File: config.mk
export PLATFORM = sky130hd
export DESIGN_NAME = rotation_sensor_conditioner_flat
export DESIGN_NICKNAME = d
export VERILOG_FILES = /design/src/rtl/rotation_sensor_conditioner_pkg.sv /design/src/rtl/rotation_sensor_conditioner_if.sv /design/src/rtl/rotation_sensor_conditioner_level_debouncer.sv /design/src/rtl/rotation_sensor_conditioner.sv /design/src/flat_wrapper.sv
export SDC_FILE = /design/constraint.sdc
export NUM_CORES = 1
export LEC_CHECK = 0
export CAP_MARGIN = 15
export CORE_MARGIN = 1
export CORE_UTILIZATION = 51
export CTS_CLUSTER_SIZE = 8
export DETAILED_ROUTE_END_ITERATION = 7
export PLACE_DENSITY = 0.76
export SLEW_MARGIN = 20
export SYNTH_ARGS = -nofsm -noshare
export SYNTH_HDL_FRONTEND = slang
export SYNTH_SLANG_ARGS = --single-unit
File: constraint.sdc
create_clock -name clock -period 3 [get_ports clock]
set_clock_uncertainty 0.05 [all_clocks]
set_input_delay 0.6 -clock clock [delete_from_list [all_inputs] [get_ports clock]]
set_output_delay 0.6 -clock clock [all_outputs]
set_load 0.03 [all_outputs]
File: src/rtl/rotation_sensor_conditioner_pkg.sv
// Shared types and defaults for the rotation sensor conditioner.
// Holds FSM state encodings, default parameter values and the common increment helper.
package rotation_sensor_conditioner_pkg;

  typedef enum logic [1:0] {
    ROT_IDLE = 2'd0,
    ROT_SYNC = 2'd1,
    ROT_RUN  = 2'd2
  } rot_state_e;

  localparam int DEF_WIDTH       = 26;
  localparam int DEF_DEBOUNCE    = 16;
  localparam int DEF_MIN_PERIOD  = 1000;
  localparam int DEF_STALL_LIMIT = 50_000_000;

  // All counters share this one adder; callers cast to their own width.
  function automatic logic [31:0] plus1(input logic [31:0] a);
    return a + 32'd1;
  endfunction

endpackage

File: src/rtl/rotation_sensor_conditioner_if.sv
// Sensor-side bundle: raw index input plus the conditioned outputs.
// The slave modport is the conditioner; the master modport is the sensor/renderer side.
interface rotation_sensor_conditioner_if
  import rotation_sensor_conditioner_pkg::*;
#(
  parameter int WIDTH = DEF_WIDTH
);
  logic             sensor_raw;
  logic             clock_cycle;
  logic             rotating;
  logic [WIDTH-1:0] period;
  logic [7:0]       glitch_cnt;

  modport master (output sensor_raw, input clock_cycle, rotating, period, glitch_cnt);
  modport slave  (input sensor_raw, output clock_cycle, rotating, period, glitch_cnt);
endinterface

File: src/rtl/rotation_sensor_conditioner_level_debouncer.sv
// 2-FF synchroniser plus run-length debounce filter.
// out follows in only after DEBOUNCE consecutive disagreeing synced samples.
module level_debouncer
  import rotation_sensor_conditioner_pkg::*;
#(
  parameter int DEBOUNCE = DEF_DEBOUNCE
) (
  input  logic clock,
  input  logic reset,
  input  logic in,
  output logic out
);
  localparam int RW = $clog2(DEBOUNCE);

  logic          s1_q, s2_q, filt_q;
  logic [RW-1:0] run_q;

  always_ff @(posedge clock or posedge reset) begin
    if (reset) begin
      s1_q   <= 1'b0;
      s2_q   <= 1'b0;
      filt_q <= 1'b0;
      run_q  <= '0;
    end else begin
      s1_q <= in;
      s2_q <= s1_q;
      if (s2_q != filt_q) begin
        // The DEBOUNCE-th disagreeing sample flips the filter.
        if (run_q == RW'(DEBOUNCE - 1)) begin
          filt_q <= s2_q;
          run_q  <= '0;
        end else begin
          run_q  <= RW'(plus1(32'(run_q)));
        end
      end else begin
        run_q <= '0;
      end
    end
  end

  assign out = filt_q;
endmodule

File: src/rtl/rotation_sensor_conditioner.sv
// Turns the raw once-per-revolution index sensor into a clean clock_cycle pulse with
// period, rotating and lockout-glitch reporting. Define ROT_STALL_DETECT_EN for stall detection.
module rotation_sensor_conditioner
  import rotation_sensor_conditioner_pkg::*;
#(
  parameter int WIDTH       = DEF_WIDTH,
  parameter int DEBOUNCE    = DEF_DEBOUNCE,
  parameter int MIN_PERIOD  = DEF_MIN_PERIOD,
  parameter int STALL_LIMIT = DEF_STALL_LIMIT,
  parameter bit ACTIVE_LOW  = 1'b1
) (
  input  logic clock,
  input  logic reset,
  rotation_sensor_conditioner_if.slave bus
);
  localparam logic [WIDTH-1:0] MIN_P = WIDTH'(MIN_PERIOD);

  if (DEBOUNCE < 2 || MIN_PERIOD < 2 || (STALL_LIMIT >> WIDTH) != 0) begin : g_bad_params
    $error("rotation_sensor_conditioner: illegal parameter combination");
  end

  rot_state_e       state_q, state_d;
  logic [WIDTH-1:0] cnt_q, cnt_d, cnt_inc, period_q, period_d;
  logic [7:0]       glitch_q, glitch_d;
  logic             pulse_q, pulse_d, rot_q, rot_d;
  logic             sensor_n, filt, filt_q, ev_q, accept, stall;

  // Static inversion only, so normalising before the synchroniser adds no glitch path.
  assign sensor_n = bus.sensor_raw ^ ACTIVE_LOW;

  level_debouncer #(.DEBOUNCE(DEBOUNCE)) u_deb (
    .clock (clock),
    .reset (reset),
    .in    (sensor_n),
    .out   (filt)
  );

  assign cnt_inc = (&cnt_q) ? cnt_q : WIDTH'(plus1(32'(cnt_q)));
  assign accept  = ev_q && (state_q == ROT_IDLE || cnt_inc >= MIN_P);

`ifdef ROT_STALL_DETECT_EN
  localparam logic [WIDTH-1:0] STALL_P = WIDTH'(STALL_LIMIT);
  assign stall = (state_q != ROT_IDLE) && (cnt_inc == STALL_P);
`else
  assign stall = 1'b0;
`endif

  always_ff @(posedge clock or posedge reset) begin
    if (reset) begin
      state_q  <= ROT_IDLE;
      cnt_q    <= '0;
      period_q <= '0;
      glitch_q <= '0;
      pulse_q  <= 1'b0;
      rot_q    <= 1'b0;
      filt_q   <= 1'b0;
      ev_q     <= 1'b0;
    end else begin
      state_q  <= state_d;
      cnt_q    <= cnt_d;
      period_q <= period_d;
      glitch_q <= glitch_d;
      pulse_q  <= pulse_d;
      rot_q    <= rot_d;
      filt_q   <= filt;
      ev_q     <= filt & ~filt_q;
    end
  end

  always_comb begin
    state_d = state_q;
    case (state_q)
      ROT_IDLE: if (ev_q) state_d = ROT_SYNC;
      ROT_SYNC,
      ROT_RUN: begin
        if (accept)     state_d = ROT_RUN;
        else if (stall) state_d = ROT_IDLE;
      end
      default: state_d = ROT_IDLE;
    endcase
  end

  // An accepted event outranks a stall landing on the same cycle.
  always_comb begin
    cnt_d    = cnt_inc;
    period_d = period_q;
    glitch_d = glitch_q;
    pulse_d  = 1'b0;
    rot_d    = rot_q;
    if (accept) begin
      cnt_d = '0;
      if (state_q != ROT_IDLE) begin
        pulse_d  = 1'b1;
        period_d = cnt_inc;
        rot_d    = 1'b1;
      end
    end else if (ev_q) begin
      if (!(&glitch_q)) glitch_d = 8'(plus1(32'(glitch_q)));
    end else if (stall) begin
      rot_d    = 1'b0;
      period_d = '0;
    end
  end

  assign bus.clock_cycle = pulse_q;
  assign bus.rotating    = rot_q;
  assign bus.period      = period_q;
  assign bus.glitch_cnt  = glitch_q;
endmodule
File: src/flat_wrapper.sv
// flat-port wrapper written by rule: the top's interface ports become plain ports
module rotation_sensor_conditioner_flat import rotation_sensor_conditioner_pkg::*;
#(
  parameter int WIDTH       = DEF_WIDTH,
  parameter int DEBOUNCE    = DEF_DEBOUNCE,
  parameter int MIN_PERIOD  = DEF_MIN_PERIOD,
  parameter int STALL_LIMIT = DEF_STALL_LIMIT,
  parameter bit ACTIVE_LOW  = 1'b1
)
  (clock, reset, bus_sensor_raw, bus_clock_cycle, bus_rotating, bus_period, bus_glitch_cnt);
  rotation_sensor_conditioner_if #(.WIDTH(WIDTH)) bus_i ();
  input  logic clock;
  input  logic reset;
  input wire logic [$bits(bus_i.sensor_raw)-1:0] bus_sensor_raw;
  output wire logic [$bits(bus_i.clock_cycle)-1:0] bus_clock_cycle;
  output wire logic [$bits(bus_i.rotating)-1:0] bus_rotating;
  output wire logic [$bits(bus_i.period)-1:0] bus_period;
  output wire logic [$bits(bus_i.glitch_cnt)-1:0] bus_glitch_cnt;
  assign bus_i.sensor_raw = bus_sensor_raw;
  assign bus_clock_cycle = bus_i.clock_cycle;
  assign bus_rotating = bus_i.rotating;
  assign bus_period = bus_i.period;
  assign bus_glitch_cnt = bus_i.glitch_cnt;
  rotation_sensor_conditioner #(.WIDTH(WIDTH), .DEBOUNCE(DEBOUNCE), .MIN_PERIOD(MIN_PERIOD), .STALL_LIMIT(STALL_LIMIT), .ACTIVE_LOW(ACTIVE_LOW)) u_core (.clock(clock), .reset(reset), .bus(bus_i));
endmodule
Word-level counts from Yosys, hierarchy flattened
Cells that the tools add are included.

RAM bits: 0. Memories: 0. Latch bits: 0. Input bits: 3. Output and inout bits: 36. Word-level logic and storage cells: 47. Memory bits (read-only): 0. Register bits after elaboration: 73.

Reductions and logical operators: 11. Eq/ne operators: 6. Shift-type cells: 0. Muxes and demuxes: 9. Order comparisons: 1. Divide/modulo/power cells: 0. Bitwise operators: 5. Add/sub/neg operators: 3. Multipliers: 0.

Operator list (number): 2-to-1 mux 26 bit (2); adder 26 x 1 -> 26 bit (second input constant) (1); >= comparator 26 x 10 -> 1 bit (second input constant) (1); AND reduction 26 bit (1); adder 8 x 1 -> 8 bit (second input constant) (1); 2-to-1 mux 4 bit (2); AND reduction 8 bit (1); AND reduction 2 bit (3); adder 4 x 1 -> 4 bit (second input constant) (1); equality test 4 bit (second input constant) (1); 2-to-1 mux 2 bit (2); != test 2 x 1 -> 1 bit (second input constant) (2); inverter 1 bit (4); case mux 2 bit (2 select lines) (1); AND reduction 3 bit (1); equality test 2 x 1 -> 1 bit (second input constant) (1); equality test 2 bit (second input constant) (1); zero test 2 bit (1); 2-to-1 mux 1 bit (2); nonzero test 2 bit (1); OR reduction 2 bit (1); AND 1 bit (1); logical AND 1 bit (1); logical OR 1 bit (1); != test 1 bit (1).

Logic depth before layout (Yosys ltp)
Depth after elaboration: 7. Gate-level depth with buffers: 12. Depth with buffers taken out: 8.

By module
From an unflattened synthesis, not the netlist that was laid out.

Cell total of the unflattened synthesis: 362. Area total of the unflattened synthesis: 3886.2 µm².

By module, submodules not included: rotation_sensor_conditioner (area an instance 3611.0 µm², seq. area each 1651.6 µm², instances 1, cells an instance 343); level_debouncer (area an instance 275.3 µm², seq. area each 175.2 µm², instances 1, cells an instance 19).

Worst setup path before layout
OpenSTA, ideal clock, no wires.

Path kind: register to register. Start point: register u_core.cnt_q[0]. End point: register u_core.state_q[0]. Data required time: 2.819 ns. Setup time: 0.131 ns. Cell stages (with the launch flop): 11. Arrival time: 2.776 ns. Slack: 0.042 ns. Clock period less this slack: 2.958 ns. Buffers on the path: 2. Path through: dfrtp_1 ha_1 clkbuf_1 nand4_1 nor3_1 a41oi_1 or4b_1 and4bb_2 buf_2 a21oi_1 or3_1.

Word-level cells in the longest chain between the ends: 7. Elaborated cells between the ends (all ways): 8. Classes of those cells: add/sub (1); order compare (1); eq/ne (1); mux (1); reduce/logical (4).

RTL lines: start, declared (line rotation_sensor_conditioner.sv:23) `logic [WIDTH-1:0] cnt_q, cnt_d, cnt_inc, period_q, period_d;`; start signal, assigned (line rotation_sensor_conditioner.sv:60) `cnt_q <= cnt_d;`; adder 26 x 1 -> 26 bit or AND reduction 26 bit (tied branches) (line rotation_sensor_conditioner_pkg.sv:18, rotation_sensor_conditioner.sv:38); 2-to-1 mux 26 bit (*) (line rotation_sensor_conditioner.sv:38) `assign cnt_inc = (&cnt_q) ? cnt_q : WIDTH'(plus1(32'(cnt_q)));`; >= comparator 26 x 10 -> 1 bit (*) (line rotation_sensor_conditioner.sv:39) `assign accept = ev_q && (state_q == ROT_IDLE || cnt_inc >= MIN_P);`; logical OR 1 bit (*) (line rotation_sensor_conditioner.sv:39); logical AND 1 bit (*) (line rotation_sensor_conditioner.sv:39); != test 2 x 1 -> 1 bit (no line) (*); AND reduction 2 bit (no line) (*); end signal, assigned (line rotation_sensor_conditioner.sv:59) `state_q <= state_d;`; end, declared (line rotation_sensor_conditioner.sv:22) `rot_state_e state_q, state_d;`.

Every way passes the cells marked *; elsewhere a longest branch is shown, timed or not. A chain may end at the register's enable or synchronous reset.

Final worst setup path
Start point: register u_core.cnt_q[14]. End point: register u_core.glitch_q[1] (netlist: u_core.bus.glitch_cnt[1]).

Word-level cells in the longest chain between the ends: 7. Elaborated cells between the ends (all ways): 8. Classes of those cells: add/sub (1); order compare (1); mux (1); bitwise (1); reduce/logical (4).

RTL lines: adder 26 x 1 -> 26 bit or AND reduction 26 bit (tied branches) (line rotation_sensor_conditioner_pkg.sv:18, rotation_sensor_conditioner.sv:38); 2-to-1 mux 26 bit (*) (line rotation_sensor_conditioner.sv:38); >= comparator 26 x 10 -> 1 bit (*) (line rotation_sensor_conditioner.sv:39); logical OR 1 bit (*) (line rotation_sensor_conditioner.sv:39); logical AND 1 bit (*) (line rotation_sensor_conditioner.sv:39); inverter 1 bit (no line) (*); AND reduction 3 bit (no line) (*); end signal, assigned (line rotation_sensor_conditioner.sv:62) `glitch_q <= glitch_d;`; end, declared (line rotation_sensor_conditioner.sv:24) `logic [7:0] glitch_q, glitch_d;`.

Marks and branches as above.

==> run metrics <==
result of the run=complete, no violations; crit-path cells=nand4_4, or4_4, buf_4, o311a_1, or3_1, nand4_2, buf_6, nand4_1, mux2_4; FF+latch count, synth=73; reg2reg setup slack=20 ps; Post-Place Worst Slack=-41.6 ps; max cap viols=0; Detail Route Antenna Nets=0; Unique masters post-synth=55; critical path endpoint category=flip-flop; DRT iter0 DRCs=150; R2R Path End=u_core.bus.glitch_cnt[1]; hold path depth=0; Inst Count DP=542; Synth top area share=47.8%; Layout Utilization=67.5%; synth warn=0; hold buffers post-CTS=0; Hold Vio Cnt, Final=0; slowest stage delay, CP=540 ps; via count=3187; H-tree levels=3; gpl congestion=0.891; RSZ-0062 raised after global routing=yes; Mean Syn Cell Area=10.0 sq um; first-pass GRT wire length=14900 um; critical path class=flip-flop to flip-flop; Critical Path AT=3160 ps; DR WL/cell=16.2 um; Non-Filler Instances=568; Hold Path Class=flip-flop to flip-flop; clk sinks=73; Ant. Diodes=0; post-route minimum period=2980 ps; layout cells sized above 1=19.2%; Worst Reg-to-Reg Cells=9; filler instances=644; Setup TNS=0 ps; Post-Syn Nets=390; LEAKAGE=0.00220 uW; clk buf depth=2; I/O pins=39; Worst Min Path Start=u_core.u_deb.s1_q; CP startpoint kind=flip-flop; first-pass iteration count of the detailed router=4; total CTS buffers=9; Layout Nets=472; Total GRT Usage=25.3%; dpl cell area=0.00459 sq mm; vias in the first global route=3127; critical path launch point=u_core.cnt_q[14]; CTS root buf=clkbuf_8; grt total ovfl=0; Worst path slowest cell=or4_4; Layout area overhead=28.0%; power density cells=392 mW/mm^2; worst-margin pin slew=620 ps; Critical Path RT=3180 ps; die height=88.6 um; Initial Utilization=52.7%; ys async rst share=100%; fmax=0.336 GHz; Peak VDD IR=0.000303 V; clock insertion delay at the later pin of the skew report=350 ps; synthesized cell area=0.00382 sq mm; top_reg_cell synth=dfrtp_1; # setup viols final=0; most frequent cells in the layout=dfrtp_1, buf_4, clkdlybuf4s50_1; DP Wirelength=6700 um; Seq/Total Area, Yosys=47.8%; Slew Viols, Final=0; Die W=88.6 um; vias per cell=5.61; period utilisation layout=99.2%; largest cells by area after synthesis=dfrtp_1, mux2i_1, nor2_1; antenna violations before repair=0; I/O Buffers=38; Final WS setup=23.8 ps; Hold EP=u_core.u_deb.s2_q; CORE AREA=0.00725 sq mm; CTS tree=done; area leader, netlist=dfrtp_1; die area=0.00785 sq mm; worst-path maximum fanout=12; row count=31; Worst R2R Start=u_core.cnt_q[14]; drt drc=0; commonest non-fill, non-tap cell in the layout=dfrtp_1; Syn Inst Count=382; relative slew slack=58.7%; EDFF count, synth=0; largest net degree at the start of global routing=74; Final Cell Area=0.00490 sq mm; clk slew on worst S/H paths=80 ps; routed wire length=9190 um
-- power breakdown --
| group | total (uW) | leakage (uW) | switching, uW | internal [uW] |
|---|---|---|---|---|
| registers | 1040 | 0.000995 | 32.1 | 1010 |
| clock network | 715 | 0.0000908 | 402 | 313 |
| logic | 159 | 0.00112 | 91.5 | 67.9 |
-- worst max-delay path, delay by kind of cell, from the launching register on --
family / cells / cell delay, ps
compound gates: 1 / 380
simple gates: 5 / 1320
flops: 1 / 400
mux: 1 / 350
buf+inv: 2 / 350
-- through the flow --
step | total power [uW] | hold WS, ps
4_1_cts | 1940 | 315
2_1_floorplan | 1160 | 281
6_report | 1920 | 312
3_3_place_gp | 1220 | 293
3_5_place_dp | 1220 | 290
5_1_grt | 1990 | 322
-- cells by family (layout without fill, tap and decap cells) --
family,Yosys count,in the layout,synth area share [%]
compound gates,48,48,8.38
xor+xnor,28,28,6.41
fa+ha+maj,5,5,1.64
buf+inv,55,142,6.41
flops,73,73,47.8
mux,24,24,6.48
simple gates,149,149,22.9
-- synth_stat cells (all sizes together), types with 4 or more instances --
cell type,n
ha,5
and4,12
nand2,14
a31oi,5
and3,11
nand4,16
clkbuf,14
nor3,5
dfrtp,73
o21ai,7
nor2,36
nor4,9
buf,9
nand3,17
o22ai,8
mux2i,18
and2,8
xnor2,15
mux2,6
inv,32
a21oi,10
xor2,13
or3,4
-- sequential cells by signal, indices dropped and copies added, names as in the netlist --
register and flops:
u_core.bus.period 26, u_core.cnt_q 26, u_core.bus.glitch_cnt 8, u_core.u_deb.run_q 4, u_core.state_q 2, u_core.bus.clock_cycle 1
u_core.bus.rotating 1, u_core.ev_q 1, u_core.filt_q 1, u_core.u_deb.out 1, u_core.u_deb.s1_q 1, u_core.u_deb.s2_q 1
-- layout make-up --
type	instances	area, sq um	area share, %
Sequential cell	73	1830	37.3
Multi-Input combinational cell	254	1810	36.9
Timing Repair Buffer	94	833	17.0
Clock buffer	9	124	2.53
Tap cell	99	124	2.53
Inverter	32	120	2.45
Clock inverter	7	60.1	1.23
-- routing by layer --
metal  global-route usage (%)  vias up  wire length (um)
met5                        0        -                 0
met4                     12.9        0               313
met3                     4.94       24               406
met2                     41.2       92              4420
met1                     32.2     1547              4060
li1                         -     1524                 -
-- repair_timing --
action                     in CTS  in global routing
pin swaps                       1                  6
setup endpoints to repair       1                 33
gates cloned                    0                  0
buffers inserted                4                  6
hold endpoints to repair        0                  0
resized for setup               1                  8
-- worst max path at each step --
| stage | endpoint | slack (ps) |
|---|---|---|
| after floorplan | u_core.state_q[0] | 40 |
| after detailed placement | u_core.bus.glitch_cnt[1] | -40 |
| after global placement | u_core.bus.glitch_cnt[1] | 70 |
| after CTS | u_core.bus.glitch_cnt[1] | 8 |
| after global routing | u_core.bus.glitch_cnt[1] | -70 |
| final | u_core.bus.glitch_cnt[1] | 20 |
Power figures use the tool's default switching activity.
